--- src/rtl/ncl_arb_pkg.sv ---
// Shared definitions for the clocked NCL arbitrating merge: dual-rail digit codes,
// controller states and whole-word classification helpers.
package ncl_arb_pkg;

  localparam logic [1:0] DIG_NULL = 2'b00;
  localparam logic [1:0] DIG_D0   = 2'b01;
  localparam logic [1:0] DIG_D1   = 2'b10;
  localparam logic [1:0] DIG_ILL  = 2'b11;

  // Helpers work on a widest-case word; only the low w digits are examined.
  localparam int MAX_W = 64;
  typedef logic [2*MAX_W-1:0] word_t;

  typedef enum logic [1:0] {
    IDLE,
    DATA,
    RELEASE
  } state_e;

  function automatic logic is_data_word(input word_t word, input int w);
    logic ok;
    ok = 1'b1;
    for (int j = 0; j < MAX_W; j++) begin
      if (j < w && !(word[2*j +: 2] == DIG_D0 || word[2*j +: 2] == DIG_D1)) ok = 1'b0;
    end
    return ok;
  endfunction

  function automatic logic is_null_word(input word_t word, input int w);
    logic ok;
    ok = 1'b1;
    for (int j = 0; j < MAX_W; j++) begin
      if (j < w && word[2*j +: 2] != DIG_NULL) ok = 1'b0;
    end
    return ok;
  endfunction

  function automatic logic has_illegal(input word_t word, input int w);
    logic bad;
    bad = 1'b0;
    for (int j = 0; j < MAX_W; j++) begin
      if (j < w && word[2*j +: 2] == DIG_ILL) bad = 1'b1;
    end
    return bad;
  endfunction

endpackage

--- src/rtl/ncl_rr_pick.sv ---
// Single-cycle winner selection among eligible channels, searching upward from the
// slot after ptr (round-robin) or from index 0 (fixed priority).
module ncl_rr_pick #(
  parameter int N_CH          = 4,
  parameter int PRIORITY_MODE = 0,
  localparam int IW           = (N_CH > 1) ? $clog2(N_CH) : 1
) (
  input  logic [N_CH-1:0] elig,
  input  logic [IW-1:0]   ptr,
  output logic [N_CH-1:0] win_oh,
  output logic [IW-1:0]   win_idx,
  output logic            valid
);

  // Fixed priority is round-robin with the pointer pinned to the last slot.
  logic [IW-1:0] start;
  assign start = (PRIORITY_MODE != 0) ? IW'(N_CH - 1) : ptr;

  always_comb begin
    win_idx = '0;
    valid   = 1'b0;
    win_oh  = '0;
    for (int k = 1; k <= N_CH; k++) begin
      if (!valid && elig[(int'(start) + k) % N_CH]) begin
        valid   = 1'b1;
        win_idx = IW'((int'(start) + k) % N_CH);
      end
    end
    if (valid) win_oh[win_idx] = 1'b1;
  end

endmodule

--- src/rtl/ncl_sync_rr_merge.sv ---
// Clocked N-channel merge of dual-rail four-phase channels onto one dual-rail output,
// with input synchronisers, illegal-code flagging and round-robin/fixed arbitration.
//
// state   | meaning
// IDLE    | no transfer; grant when downstream requests DATA and a channel is complete
// DATA    | winner word held on out_data; wait for downstream NULL request and winner NULL
// RELEASE | out_data returned to NULL; wait for downstream to request DATA again
module ncl_sync_rr_merge
  import ncl_arb_pkg::*;
#(
  parameter int N_CH          = 4,
  parameter int W             = 8,
  parameter int SYNC_STAGES   = 2,
  parameter int PRIORITY_MODE = 0,
  localparam int IW           = (N_CH > 1) ? $clog2(N_CH) : 1
) (
  input  logic                  clk,
  input  logic                  init,
  input  logic [N_CH*2*W-1:0]   in_data,
  output logic [N_CH-1:0]       in_comp,
  output logic [2*W-1:0]        out_data,
  input  logic                  out_comp,
  output logic [IW-1:0]         grant_id,
  output logic                  busy,
  output logic                  err_ill
);

  localparam int DW = 2 * W;

  logic [N_CH*DW-1:0] in_data_s;
  logic               out_comp_s;

  if (SYNC_STAGES == 0) begin : g_nosync
    assign in_data_s  = in_data;
    assign out_comp_s = out_comp;
  end else begin : g_sync
    logic [N_CH*DW-1:0]   dsync_q [SYNC_STAGES];
    logic [SYNC_STAGES-1:0] csync_q;

    always_ff @(posedge clk) begin
      if (init) begin
        for (int k = 0; k < SYNC_STAGES; k++) dsync_q[k] <= '0;
        csync_q <= '0;
      end else begin
        dsync_q[0] <= in_data;
        csync_q[0] <= out_comp;
        for (int k = 1; k < SYNC_STAGES; k++) begin
          dsync_q[k] <= dsync_q[k-1];
          csync_q[k] <= csync_q[k-1];
        end
      end
    end

    assign in_data_s  = dsync_q[SYNC_STAGES-1];
    assign out_comp_s = csync_q[SYNC_STAGES-1];
  end

  logic [N_CH-1:0] data_cpl, null_cpl, ill_ch;

  for (genvar i = 0; i < N_CH; i++) begin : g_cls
    word_t ext;
    always_comb begin
      ext         = '0;
      ext[DW-1:0] = in_data_s[i*DW +: DW];
    end
    assign data_cpl[i] = is_data_word(ext, W);
    assign null_cpl[i] = is_null_word(ext, W);
    assign ill_ch[i]   = has_illegal(ext, W);
  end

  state_e          state_q, state_d;
  logic [DW-1:0]   out_data_q, out_data_d;
  logic [N_CH-1:0] in_comp_q, in_comp_d;
  logic [IW-1:0]   grant_q, grant_d;
  logic [IW-1:0]   ptr_q, ptr_d;
  logic            err_q, err_d;

  logic [N_CH-1:0] pick_oh;
  logic [IW-1:0]   pick_idx;
  logic            pick_valid;

  ncl_rr_pick #(
    .N_CH          (N_CH),
    .PRIORITY_MODE (PRIORITY_MODE)
  ) u_pick (
    .elig    (data_cpl & ~in_comp_q),
    .ptr     (ptr_q),
    .win_oh  (pick_oh),
    .win_idx (pick_idx),
    .valid   (pick_valid)
  );

  always_comb begin
    state_d    = state_q;
    out_data_d = out_data_q;
    in_comp_d  = in_comp_q;
    grant_d    = grant_q;
    ptr_d      = ptr_q;
    err_d      = err_q | (|ill_ch);
    case (state_q)
      IDLE: begin
        if (!out_comp_s && pick_valid) begin
          out_data_d = in_data_s[pick_idx*DW +: DW];
          in_comp_d  = pick_oh;
          grant_d    = pick_idx;
          state_d    = DATA;
        end
      end
      DATA: begin
        // Word was captured at grant; later changes on the winner are not forwarded.
        if (out_comp_s && null_cpl[grant_q]) begin
          out_data_d = '0;
          in_comp_d  = '0;
          ptr_d      = grant_q;
          state_d    = RELEASE;
        end
      end
      RELEASE: begin
        if (!out_comp_s) state_d = IDLE;
      end
      default: state_d = IDLE;
    endcase
  end

  always_ff @(posedge clk) begin
    if (init) begin
      state_q    <= IDLE;
      out_data_q <= '0;
      in_comp_q  <= '0;
      grant_q    <= '0;
      ptr_q      <= IW'(N_CH - 1);
      err_q      <= 1'b0;
    end else begin
      state_q    <= state_d;
      out_data_q <= out_data_d;
      in_comp_q  <= in_comp_d;
      grant_q    <= grant_d;
      ptr_q      <= ptr_d;
      err_q      <= err_d;
    end
  end

  assign out_data = out_data_q;
  assign in_comp  = in_comp_q;
  assign grant_id = grant_q;
  assign busy     = (state_q != IDLE);
  assign err_ill  = err_q;

endmodule

--- config.mk ---
export PLATFORM = sky130hd
export DESIGN_NAME = ncl_sync_rr_merge
export DESIGN_NICKNAME = d
export VERILOG_FILES = /design/src/rtl/ncl_arb_pkg.sv /design/src/rtl/ncl_rr_pick.sv /design/src/rtl/ncl_sync_rr_merge.sv
export SDC_FILE = /design/constraint.sdc
export NUM_CORES = 1
export LEC_CHECK = 0
export CAP_MARGIN = 20
export CELL_PAD_IN_SITES_DETAIL_PLACEMENT = 1
export CELL_PAD_IN_SITES_GLOBAL_PLACEMENT = 1
export CORE_MARGIN = 8
export CORE_UTILIZATION = 42
export DETAILED_ROUTE_END_ITERATION = 8
export GPL_ROUTABILITY_DRIVEN = 0
export PLACE_DENSITY_LB_ADDON = 0.1
export RECOVER_POWER = 50
export SYNTH_ARGS = -nofsm -noshare
export SYNTH_HDL_FRONTEND = slang
export SYNTH_SLANG_ARGS = --single-unit
export TNS_END_PERCENT = 100
--- constraint.sdc ---
create_clock -name clk -period 3.7 [get_ports clk]
set_clock_uncertainty 0.2 [all_clocks]
set_input_delay 1.11 -clock clk [delete_from_list [all_inputs] [get_ports clk]]
set_output_delay 1.11 -clock clk [all_outputs]
set_load 0.1 [all_outputs]
# Word level (Yosys, flattened, before mapping)
# Memory sizes are Yosys's and may differ from the RTL's.
# Cells that the tools add are included.
totals:
  out_inout_bits: 24
  elab_cells: 352
  romBits: 0
  memories: 1
  latch_bits: 0
  input_bits: 67
  ram_bits: 128
  regBits: 29
mem_list:
  columns: ["name", "depth", "width", "rd", "rd_ports_with_merged_regs", "wr", "line", "text"]
  rows:
  - ["g_sync.dsync_q", 2, 64, 2, 0, 2, "ncl_sync_rr_merge.sv:37", "logic [N_CH*DW-1:0] dsync_q [SYNC_STAGES];"]
op_classes:
  muxes: 136
  mul: 0
  n_bitwise: 9
  n_eq_ne: 101
  addsub: 4
  order_cmp: 7
  shifts: 1
  div_mod_pow: 0
  n_reduce_logical: 86
op_table:
  columns: ["cell", "n"]
  rows:
  - ["2-bit == test (second input constant)", 65]
  - ["64-bit 2-to-1 mux", 2]
  - ["1-bit 2-to-1 mux", 113]
  - ["2-bit nonzero test", 34]
  - ["2-bit by 1-bit == test with 1-bit output (second input constant)", 33]
  - ["64-bit by 7-bit indexed part select with 16-bit output", 1]
  - ["1-bit logical OR", 32]
  - ["16-bit 2-to-1 mux", 2]
  - ["16-bit case mux with 2 select lines", 1]
  - ["3-bit by 4-bit less-than comparator with 1-bit output (second input constant)", 4]
  - ["2-bit 2-to-1 mux", 7]
  - ["4-bit 2-to-1 mux", 3]
  - ["1-bit binary-select mux with 2-bit select", 5]
  - ["4-bit case mux with 2 select lines", 1]
  - ["2-bit OR reduction", 4]
  - ["1-bit logical AND", 6]
  - ["2-bit by 3-bit less-than comparator with 1-bit output (second input constant)", 2]
  - ["2-bit inequality test (second input constant)", 3]
  - ["2-bit case mux with 3 select lines", 1]
  - ["3-bit AND reduction", 2]
  - ["2-bit by 1-bit adder with 2-bit output (second input constant)", 2]
  - ["2-bit adder (second input constant)", 2]
  - ["1-bit AND (first input constant)", 4]
  - ["4-bit AND", 1]
  - ["other kinds (8)", 14]

# Longest topological paths before layout
# Gate-level depths: netlist of the first run.
# An unclocked memory read counts as a cell.
logic_depth:
  ltp_word: 32
  mapped_depth: 11
  ltp_nobuf: 9

# Cells and area by module
# A second synthesis of the first run with hierarchy kept.
unflattened:
  cells_unflattened: 571
  hier_area_um2: 6224.7
by_module_without_submodules:
  columns: ["module", "cells_per_inst", "area_per_inst_um2", "instances", "seq_area_each_um2"]
  rows:
  - ["ncl_sync_rr_merge", 544, 6065.8, 1, 3143.0]
  - ["ncl_rr_pick", 27, 158.9, 1, 0.0]

# Worst setup path before layout of the first run
# No wires, ideal clock.
synth_timing:
  kind: "flip-flop to flip-flop"
  startpoint: "reg grant_q[1], in the netlist grant_id[1]"
  endpoint: "reg out_data_q[12], in the netlist out_data[12]"
  path_stages_with_launch: 9
  n_path_buf: 1
  period_less_slack_ns: 3.049
  required_ns: 3.378
  t_arrival_ns: 2.727
  slack_ns: 0.651
  setup_time_ns: 0.122
  cell_sequence: "dfxtp_1 > inv_1 > nor3_1 > o21ai_0 > a2111oi_4 > nor3_1 > buf_2 > o2bb2ai_1 > a221o_1"
synth_between:
  elab_chain_len: 5
synth_lines:
  columns: ["item", "line", "text"]
  rows:
  - ["start: declaration", "ncl_sync_rr_merge.sv:74", "logic [IW-1:0] grant_q, grant_d;"]
  - ["start signal: assignment", "ncl_sync_rr_merge.sv:137", "grant_q <= grant_d;"]
  - ["1-bit binary-select mux with 2-bit select", "ncl_sync_rr_merge.sv:111", "if (out_comp_s && null_cpl[grant_q]) begin"]
  - ["1-bit 2-to-1 mux (implied by the code)", "ncl_sync_rr_merge.sv:111", null]
  - ["1-bit logical AND", "ncl_sync_rr_merge.sv:111", null]
  - ["2-bit inequality test (no source line)", null, null]
  - ["3-bit AND reduction (no source line)", null, null]
  - ["end signal: assignment", "ncl_sync_rr_merge.sv:135", "out_data_q <= out_data_d;"]
  - ["end: declaration", "ncl_sync_rr_merge.sv:72", "logic [DW-1:0] out_data_q, out_data_d;"]
# Every way passes these cells. The select of a mux whose other input is x is not followed.
# A chain may end at the register's enable or synchronous reset.

==> results.ini, run 1 <==
[status]
status=finished with violations
violations=max-capacitance violations, max-slew violations

[cells_and_area]
mostFrequentLayoutCells=157 x dfxtp_1, 131 x nor2b_1, 68 x inv_1
final_util_pct=54.2
syn_to_final_growth_pct=25.8
layout.nets=828
instances_no_fill=894
n_antenna_cell=0
design_area_sq_mm=0.00791
final_layout_size_suffix_gt1_share_pct=10.0
final_common_cell=dfxtp_1

[worst_setup_path]
critPathBufInv=2
required_ps=3870
cp-start-kind=flop
slowest_stage=or4_1
path_cells=inv_1, ha_1, nand4_1, or4_1, and2_4, o21bai_4, buf_4, nand2_1, nor2_2, a221o_1
crit_type=flop to flop
worstPathArrival_ps=3540
cpPeakStageDelay_ps=640
cp_max_fo=11
crit_path_end_kind=flop
path_delay_family=simple AND/OR/NAND/NOR gates

[timing]
fmaxAchievable_mhz=296
tns_ps=0
worst_slew_pin_slew_ps=2150
drv_slew=143
slew_headroom_pct=-43.3
fin_crit_sh_pct=91.2
setup_viol=0
finalHoldViolations=0
rsz0062_at_grt=false
fin_crit_ps=3380

[detailed_routing]
wl_per_cell_microns=19.6
drt_iter0_drc=276
route.vias.total=4596
drtAntennaViolNets=0
drc=0
wl_mm=17.5
dr.pass1.iters=5
post_drt_via_cell_ratio=5.14

[floorplan]
fp-row-count=44
start_util_pct=43.1
die_h_microns=138
die_w_microns=138
die-area_sq_mm=0.0191
io_pins=91
core_area_sq_mm=0.0146

[global_routing]
antenna_found_initial=0
overflow=0
grt_pass1_vias=4971
grt_pass1_wl_mm=27.5
track_usage_pct=18.4
grt_max_degree=89

[power_and_ir_drop]
switching_power_uw=900
netSwitchingFraction_pct=23.6
comb_power_share_pct=6.3
power_frac_seq_pct=47.4
p_per_area_mw_per_mm2=482
internal-power_uw=2910
clockPowerShare_pct=46.3
p_leak_uw=0.00336
ir_drop_uv=304

[worst_hold_path]
min_path_type=flop to flop

[clocking]
cts_max_path_buffers=2
insertion_delay_ps=430
clock-sinks=157
tritoncts=built
numCtsBuffers=17
cts_setup_buffers=0
h-tree-depth=4
cts_root_buffer=clkbuf_16
clk_pin_slew_ps=70
ctsHoldBuffers=0

[synth]
ys_warn_count=0
yosysSeqAreaShare_pct=50.0
ys_types=43
synth_area_leaders=dfxtp_1 50%, nor2b_1 13%, ha_1 13%
async_reset_ff_share_pct=0
synthCells=605
synth_ff_type=dfxtp_1
syn_nets=736
syn_area_sq_mm=0.00629
synth_top_area_cell=dfxtp_1
avgSynthCellArea_sq_um=10.4
synth_edf_count=0
synth.top_cell.area_share_pct=50.0
synth_seq_cells=157

[job]
cap_violations=2

[place]
hpwl_mm=13.5
place_area_sq_mm=0.00732
io_buffer_count=90
dp.cells=862

[flip-flops by register name, indices dropped and copies added, names as in the netlist]
signal and count:
g_sync.csync_q 2, ptr_q 2, g_sync.dsync_q 128, out_data 16
grant_id 2, in_comp 4, state_q 2, err_ill 1
[logic make-up (layout without fill, tap and decap cells)]
logic type / count (synthesis) / in the layout / synth area share, %
AOI/OAI and AO/OA: 61 / 61 / 8.26
adders and majority gates: 64 / 64 / 12.7
DFF: 157 / 157 / 50.0
buffers and inverters: 91 / 196 / 5.61
and+or+nand+nor: 216 / 216 / 20.9
muxes: 16 / 16 / 2.55
[power groups by stage]
stage | Clock, uW | Sequential, uW | Combinational [uW]
floorplan | 0 | 1830 | 120
global placement | 0 | 1840 | 230
detailed placement | 0 | 1840 | 242
CTS | 1800 | 1810 | 245
global route | 1860 | 1810 | 267
finish | 1760 | 1810 | 242
[synthesized netlist by cell type, types with 2 or more instances]
cell type,instances
a211o_1,3
a211oi_1,2
a21oi_1,9
a221o_1,14
a22oi_1,3
a31oi_1,2
buf_2,3
buf_4,2
clkbuf_1,17
dfxtp_1,157
ha_1,64
inv_1,68
mux2i_1,16
nand2_1,12
nand2b_1,4
nand3b_1,3
nand4_1,13
nor2_1,13
nor2b_1,131
nor3_1,11
nor4_1,13
o21ai_0,3
o22ai_1,2
o2bb2ai_1,15
or2_2,2
or3_1,3
or4_1,4
[path summary, 6_finish.rpt]
kind                                                       start                                 to  slack [ps]  depth (start not counted)
worst max register to register  g_sync.dsync_q[0][71]$_SDFF_PP0_           out_data[5]$_SDFFE_PP0P_         320                         10
worst min-delay path            g_sync.dsync_q[0][47]$_SDFF_PP0_  g_sync.dsync_q[0][111]$_SDFF_PP0_         230                          1
worst max-delay path            g_sync.dsync_q[0][71]$_SDFF_PP0_           out_data[5]$_SDFFE_PP0P_         320                         10
worst min register to register  g_sync.dsync_q[0][47]$_SDFF_PP0_  g_sync.dsync_q[0][111]$_SDFF_PP0_         230                          1
[per-stage QoR]
| step | power (uW) | worst slack [ps] | hold slack (ps) |
|---|---|---|---|
| 2_1_floorplan | 1950 | 651 | 214 |
| 3_3_place_gp | 2070 | 276 | 224 |
| 3_5_place_dp | 2090 | 165 | 226 |
| 4_1_cts | 3850 | 145 | 237 |
| 5_1_grt | 3940 | 113 | 253 |
| 6_report | 3810 | 325 | 232 |
[layer usage]
metal	global-route usage, %	up-vias	part of all wire [%]
met5	0	-	0
met2	30.2	139	48
li1	-	2182	-
met4	8.18	0	2.5
met1	22.2	2250	45
met3	4.62	25	4.9
[worst reg2reg max path: stages, from the launching register on]
cell and delay, ps:
dfxtp_1 470, inv_1 80, ha_1 280, nand4_1 120, or4_1 640, and2_4 230
o21bai_4 400, buf_4 240, nand2_1 110, nor2_2 310, a221o_1 230
[final cells by class]
cell class                      count  area, sq um
Multi-Input combinational cell    357         2800
Tap cell                          184          230
Sequential cell                   157         3140
Clock buffer                       18          439
Clock inverter                     14          159
Inverter                           68          255
Fill cell                        1582         6680
Timing Repair Buffer               96          886
[repair_timing]
action	in CTS	in global routing
resized for setup	0	1
setup endpoints to repair	0	7
hold endpoints to repair	0	0
Power figures use the tool's default switching activity.
==> inputs of run 2 (changes only) <==
--- a/config.mk
+++ b/config.mk
@@ -5,7 +5,7 @@
 export SDC_FILE = /design/constraint.sdc
 export NUM_CORES = 1
 export LEC_CHECK = 0
-export CAP_MARGIN = 20
+export CAP_MARGIN = 0
 export CELL_PAD_IN_SITES_DETAIL_PLACEMENT = 1
 export CELL_PAD_IN_SITES_GLOBAL_PLACEMENT = 1
 export CORE_MARGIN = 8
@@ -14,6 +14,7 @@
 export GPL_ROUTABILITY_DRIVEN = 0
 export PLACE_DENSITY_LB_ADDON = 0.1
 export RECOVER_POWER = 50
+export SLEW_MARGIN = 15
 export SYNTH_ARGS = -nofsm -noshare
 export SYNTH_HDL_FRONTEND = slang
 export SYNTH_SLANG_ARGS = --single-unit
==> results of run 2 <==
No change in the layout: final DEF, timing and power equal those of run 1.
